`src/rtl/emu_sleep_ctrl.sv`:
```
// Purpose : paces an emulated model through a requested sleep duration by
//           issuing bounded per-cycle time steps and accumulating emulation time.
// Latency : accept -> done = ceil(req_dt/DT_MAX)+1 cycles without pause (1 cycle
//           for req_dt==0); each paused RUN cycle adds one cycle.
// Backpressure: req_ready is high only in IDLE; req_valid while not ready is
//           dropped, never queued.
//
// Ports
//   emu_clk     in   sole clock, all state on rising edge
//   emu_rst     in   synchronous active-high reset
//   req_valid   in   sleep request present
//   req_dt      in   requested duration in time LSBs, sampled on accept
//   req_ready   out  controller can accept a request (IDLE only)
//   pause       in   freezes time while in RUN, ignored elsewhere
//   model_rst   out  reset to the emulated model, held RST_CYCLES after emu_rst
//   emu_dt      out  time step applied this cycle, 0 = model frozen
//   emu_time    out  accumulated emulation time, wraps modulo 2^TIME_WIDTH
//   done        out  one-cycle pulse when a request has fully executed
//   reset_done  out  high once the model reset hold has completed

module emu_sleep_ctrl #(
    parameter int TIME_WIDTH = 40,
    parameter int DT_WIDTH   = 32,
    parameter int DT_MAX     = 100,
    parameter int RST_CYCLES = 4
) (
    input  logic                  emu_clk,
    input  logic                  emu_rst,
    input  logic                  req_valid,
    input  logic [DT_WIDTH-1:0]   req_dt,
    output logic                  req_ready,
    input  logic                  pause,
    output logic                  model_rst,
    output logic [DT_WIDTH-1:0]   emu_dt,
    output logic [TIME_WIDTH-1:0] emu_time,
    output logic                  done,
    output logic                  reset_done
);

    // Hold counter must be able to represent RST_CYCLES itself.
    localparam int                HOLD_W    = $clog2(RST_CYCLES + 1);
    localparam logic [HOLD_W-1:0] HOLD_INIT = HOLD_W'(RST_CYCLES);
    localparam logic [HOLD_W-1:0] HOLD_ONE  = HOLD_W'(1);
    localparam logic [DT_WIDTH-1:0] STEP_MAX = DT_WIDTH'(DT_MAX);

    typedef enum logic [1:0] {
        RST_HOLD = 2'd0,
        IDLE     = 2'd1,
        RUN      = 2'd2,
        DONE     = 2'd3
    } state_t;

    state_t                 state_q, state_d;
    logic [DT_WIDTH-1:0]    remaining_q, remaining_d;
    logic [HOLD_W-1:0]      hold_q, hold_d;
    logic [TIME_WIDTH-1:0]  time_q, time_d;
    logic                   done_q, done_d;
    logic                   model_rst_q, model_rst_d;
    logic                   reset_done_q, reset_done_d;

    logic [DT_WIDTH-1:0]    step;
    logic [DT_WIDTH-1:0]    rem_after;
    logic                   ready;

    always_comb begin
        state_d      = state_q;
        remaining_d  = remaining_q;
        hold_d       = hold_q;
        time_d       = time_q;
        model_rst_d  = model_rst_q;
        reset_done_d = reset_done_q;
        step         = '0;
        rem_after    = remaining_q;
        ready        = 1'b0;

        case (state_q)
            RST_HOLD: begin
                // Counter was loaded with RST_CYCLES while emu_rst was high, so
                // leaving on the count of one gives exactly RST_CYCLES low cycles.
                if (hold_q <= HOLD_ONE) begin
                    state_d      = IDLE;
                    model_rst_d  = 1'b0;
                    reset_done_d = 1'b1;
                end else begin
                    hold_d = hold_q - HOLD_ONE;
                end
            end

            IDLE: begin
                ready = 1'b1;
                if (req_valid) begin
                    remaining_d = req_dt;
                    state_d     = (req_dt == '0) ? DONE : RUN;
                end
            end

            RUN: begin
                // Step is derived from registered remaining so the final step
                // is the residue and never overshoots the request.
                if (!pause) begin
                    step = (remaining_q < STEP_MAX) ? remaining_q : STEP_MAX;
                end
                rem_after   = remaining_q - step;
                remaining_d = rem_after;
                time_d      = time_q + TIME_WIDTH'(step);
                if (rem_after == '0) begin
                    state_d = DONE;
                end
            end

            DONE: begin
                state_d = IDLE;
            end

            default: begin
                state_d = RST_HOLD;
            end
        endcase

        // done is registered: it is high for the single cycle spent in DONE.
        done_d = (state_d == DONE);
    end

    always_ff @(posedge emu_clk) begin
        if (emu_rst) begin
            state_q      <= RST_HOLD;
            remaining_q  <= '0;
            hold_q       <= HOLD_INIT;
            time_q       <= '0;
            done_q       <= 1'b0;
            model_rst_q  <= 1'b1;
            reset_done_q <= 1'b0;
        end else begin
            state_q      <= state_d;
            remaining_q  <= remaining_d;
            hold_q       <= hold_d;
            time_q       <= time_d;
            done_q       <= done_d;
            model_rst_q  <= model_rst_d;
            reset_done_q <= reset_done_d;
        end
    end

    assign req_ready  = ready;
    assign emu_dt     = step;
    assign emu_time   = time_q;
    assign done       = done_q;
    assign model_rst  = model_rst_q;
    assign reset_done = reset_done_q;

endmodule

```
`config.mk`:
```
export PLATFORM = sky130hd
export DESIGN_NAME = emu_sleep_ctrl
export DESIGN_NICKNAME = d
export VERILOG_FILES = /design/src/rtl/emu_sleep_ctrl.sv
export SDC_FILE = /design/constraint.sdc
export NUM_CORES = 1
export LEC_CHECK = 0
export ABC_CLOCK_PERIOD_IN_PS = 13200
export CAP_MARGIN = 30
export CORE_MARGIN = 3
export CORE_UTILIZATION = 30
export CTS_CLUSTER_DIAMETER = 200
export DETAILED_ROUTE_END_ITERATION = 6
export HOLD_SLACK_MARGIN = 0.12
export MAX_ROUTING_LAYER = met4
export PLACE_DENSITY_LB_ADDON = 0.1
export SYNTH_ARGS = -nofsm -noshare
export SYNTH_HDL_FRONTEND = slang
export SYNTH_SLANG_ARGS = --single-unit
```
`constraint.sdc`:
```
create_clock -name emu_clk -period 13.2 [get_ports emu_clk]
set_input_delay 3.3 -clock emu_clk [delete_from_list [all_inputs] [get_ports emu_clk]]
set_output_delay 3.3 -clock emu_clk [all_outputs]
set_load 0.03 [all_outputs]
```
# Word level (Yosys, flattened, before mapping)
# Index checks and enable logic that the tools add are counted.
word_totals:
  reg_bits: 80
  latch_bits: 0
  ramBits: 0
  romBits: 0
  out_inout_bits: 76
  n_memories: 0
classes:
  add_sub_neg: 3
  mul: 0
  n_div: 0
  order_cmp: 2
  n_eq_ne: 5
  shift: 0
  mux: 12
  bitwise: 1
  reduce_logical: 7
op_table:
  columns: ["op", "n"]
  rows:
  - ["32-bit two-way mux", 5]
  - ["32-bit logical NOT", 2]
  - ["32-bit one-hot mux with 2 select lines", 1]
  - ["40-bit by 32-bit adder with 40-bit output", 1]
  - ["32-bit by 7-bit < comparator with 1-bit output (second input constant)", 1]
  - ["32-bit subtractor", 1]
  - ["2-bit one-hot mux with 4 select lines", 1]
  - ["2-bit equality test (second input constant)", 3]
  - ["2-bit two-way mux", 3]
  - ["2-bit AND reduction", 3]
  - ["3-bit by 1-bit less-or-equal comparator with 1-bit output (second input constant)", 1]
  - ["3-bit by 1-bit subtractor with 3-bit output (second input constant)", 1]
  - ["2-bit by 1-bit equality test with 1-bit output (second input constant)", 1]
  - ["2-bit logical NOT", 1]
  - ["1-bit two-way mux", 2]
  - ["2-bit inequality test (second input constant)", 1]
  - ["2-bit nonzero test", 1]
  - ["1-bit NOT", 1]

# Depth between registers and ports, before layout
depth:
  word_depth: 9
  mapped_depth: 21
  mapped_depth_nobuf: 20

# Worst setup path after synthesis
# OpenSTA, ideal clock, no wires.
synth_timing:
  path_type: "input to output"
  startpoint: "input pause"
  endpoint: "output emu_dt[0]"
  arrival_time_ps: 4291
  path_slack_ps: 5609
  cell_stages: 1
  cell_sequence: "nor4_1"
synth_between:
  elab_chain_len: 3
synth_lines:
  columns: ["item", "line_no", "rtl"]
  rows:
  - ["start, declared", "32", "input logic pause,"]
  - ["32-bit two-way mux", "100", "if (!pause) begin"]
  - ["32-bit two-way mux (2 in series)", "76", "case (state_q)"]
  - ["end, declared", "34", "output logic [DT_WIDTH-1:0] emu_dt,"]
# No other way between the ends. The select of a mux whose other input is x is not followed.

# Final worst setup path
layout_timing:
  startpoint: "input pause"
  endpoint: "output emu_dt[1]"
# The elaborated chain is that of the path after synthesis.

==> results by group <==
Logic synthesis
  – Largest family of logic cells by synthesized area: compound AO/OA/AOI/OAI gates
  – Syn avg cell area: 7.53 um2
  – Yosys Warn Count: 0
  – Top FF cell, synth: dfxtp_1
  – Post-Synth Adder-Cell Area: 12.1%
  – Multiplexer share of the synthesized area: 0.722%
  – Post-Synthesis Cells: 921
  – Post-Synth XOR/XNOR Area: 7.20%
  – Netlist cell types: 83
  – Synth Area in Simple Gates: 23.7%
  – Seq/Total Area, Yosys: 23.1%
  – Post-synth EDFFs: 0
  – Register bit total from synthesis: 80
  – Post-synthesis cell area: 6940 um2
  – Async SR Flop Fraction: 0%
  – Compound-gate portion of the synthesized area: 26.5%

Clocking
  – Max clock buf depth: 2
  – Root Driver: clkbuf_16
  – Inserted Clock Buffers: 9
  – Clock sink count: 80
  – Post-CTS Setup Bufs: 0
  – Clock latency on the worst-skew pair: 0.34 ns
  – CTS resizes: 0
  – Clock slew at reported path FFs: 0.06 ns
  – Hold-fix buffers, CTS: 0
  – CTS tree: built
  – H-tree depth: 3

Floorplan
  – Starting Density: 30.5%
  – DIE WIDTH: 158 um
  – # rows: 55
  – Die H: 158 um
  – Die ar.: 25000 um2
  – I/O pins: 112
  – Core area: 22700 um2

Pwr
  – PD cells: 171 nW/um2
  – Max IR drop VDD: 0.0000896 V
  – Static Leak: 3.49 nW

Detailed routing
  – Routed vias: 6675
  – Via/cell ratio: 5.04
  – Final ANT Viol Nets: 0
  – Highest routing layer actually used: met4
  – DR pass1 iterations: 5
  – Met1 WL: 10500 um
  – Drt wl/cell: 16.2 um
  – Initial DRC Count: 277
  – Drt total wl: 21500 um
  – Routed wl met3: 949 um
  – Met2 wire len: 9820 um
  – Number of remaining DRC errors: 0

Worst setup path
  – Reg-to-reg slack, setup: 7.69 ns
  – Worst path arrival time: 5.10 ns
  – Element type at the critical path start: input port
  – Kind of end point of the critical path: output port
  – FF-to-FF End: emu_time[34]
  – FF-to-FF Start: remaining_q[11]
  – CP Class: input port to output port
  – Maximum fanout along the worst path: 6
  – CP startpoint: pause
  – Critical path required time: 9.90 ns
  – Worst reg2reg path depth: 19

Finish
  – Area Growth Syn to Fin: 21.6%
  – Layout cells sized above 1: 5.20%
  – Multi-input logic area: 5160 um2
  – Register Area: 1600 um2
  – Post-route design area: 8440 um2
  – Nets: 1136
  – Non-Filler Instances: 1325
  – Finished Core Util: 37.1%
  – FILL cells: 2440

Global routing
  – Largest net degree at the start of global routing: 81
  – Initial antenna violation count: 1
  – Grt total ovfl: 0
  – First-pass GRT wire length: 34500 um
  – Total GRT Usage: 17.8%
  – Number of global-route vias before repair: 6424

STA
  – Setup TNS: 0 ns
  – WHS: 0.471 ns
  – Hold Vio Cnt, Final: 0
  – Max Slew Vio Count: 0
  – Worst-Margin Slew: 0.981 ns
  – RSZ-0062 raised after global routing: false
  – Relative slew slack: 34.0%
  – Minimum clock period: 8.40 ns
  – Setup violators final: 0
  – F_max: 0.119 GHz
  – Clk_skew: 0.00807 ns
  – Fin crit share: 63.7%

Place
  – Post-DP Area: 8110 um2
  – Number of port buffers: 86
  – DP HPWL: 16500 um
  – Placer Congestion: 0.874
  – Inst Count DP: 1308

Min path
  – Hold Path Depth: 1
  – Hold path startpoint: model_rst
  – Min-delay worst type: register to register
  – Hold Path End: model_rst

Status
  – Status: finished, final reports clean

Job
  – Max_cap viols: 0
## synthesized netlist by cell type (13+ instances only)
master    instances  area share (%)
nand2_1         137             7.4
nor2_1           96             5.2
nor4_1           15             1.4
a211oi_1         13             1.4
dfxtp_1          80              23
nand3_1          25             1.8
ha_1             64              12
nor3_1           16             1.2
a21o_1           22             2.4
buf_4            28             3.0
inv_1            26             1.4
xor2_1           26             3.3
a311oi_1         16             2.0
clkbuf_1         27             1.5
o21ai_0          40             2.9
a21oi_1          95             6.9
xnor2_1          31             3.9
## registers in the layout (all words and copies together) (netlist names)
| name | flops |
|---|---|
| emu_time | 40 |
| model_rst | 1 |
| done | 1 |
| reset_done | 1 |
| remaining_q | 32 |
| state_q | 2 |
| hold_q | 3 |
## per-layer routing
| layer | GRT usage (%) | vias up |
|---|---|---|
| met5 | - | - |
| met4 | 3.89 | 0 |
| met3 | 2.82 | 14 |
| met2 | 28.0 | 130 |
| met1 | 24.3 | 3077 |
| li1 | - | 3454 |
## worst max path at each step
stage               slack [ns]  cells past startpoint   endpoint
floorplan                 5.61                      1  emu_dt[0]
global placement          4.80                      5  emu_dt[1]
detailed placement        4.77                      5  emu_dt[1]
CTS                       4.78                      5  emu_dt[1]
global route              4.66                      5  emu_dt[1]
finish                    4.80                      5  emu_dt[1]
## metrics by stage
step           worst slack, ns  total power (W)
6_report                  4.80          0.00144
5_1_grt                   4.66          0.00156
4_1_cts                   4.78          0.00145
3_5_place_dp              4.77          0.00116
3_3_place_gp              4.80          0.00116
2_1_floorplan             5.61         0.000954
## where the power goes
group	switching, W	internal [W]	total, W
logic	0.000495	0.000310	0.000804
clock network	0.000114	0.000167	0.000281
registers	0.0000603	0.000294	0.000354
total	0.000669	0.000770	0.00144
## final cells by class
class / instances / area share, %
multi-input cells: 826 / 61.2
flip-flops and latches: 80 / 19.0
repair buffers: 91 / 10.6
well taps: 285 / 4.23
clock buffers: 10 / 2.71
inverters: 26 / 1.16
clock inverters: 6 / 1.11
diodes: 1 / 0.0297
## kinds of logic after synthesis
| group | Yosys count |
|---|---|
| and+or+nand+nor | 351 |
| AOI/OAI and AO/OA | 273 |
| buffers and inverters | 87 |
| DFF | 80 |
| adders and majority gates | 66 |
| xor gates and xnor gates | 57 |
| muxes | 5 |
| other | 2 |
## worst max-delay path: stages
cell,delay (ns)
clkdlybuf4s50_1,0.56
nor2_1,0.25
nand2_1,0.18
nor2_1,0.13
clkdlybuf4s50_1,0.69
## placed cells by master, fill, tap and decap left out, types with 31 or more instances in the layout
cell type        Yosys  final
a21oi_1             95     95
ha_1                64     64
o21ai_0             40     40
nor2_1              96     96
clkdlybuf4s50_1      0     85
xnor2_1             31     31
dfxtp_1             80     80
nand2_1            137    137
conb_1               2     74
No activity file was read; power rests on OpenSTA's default activity.
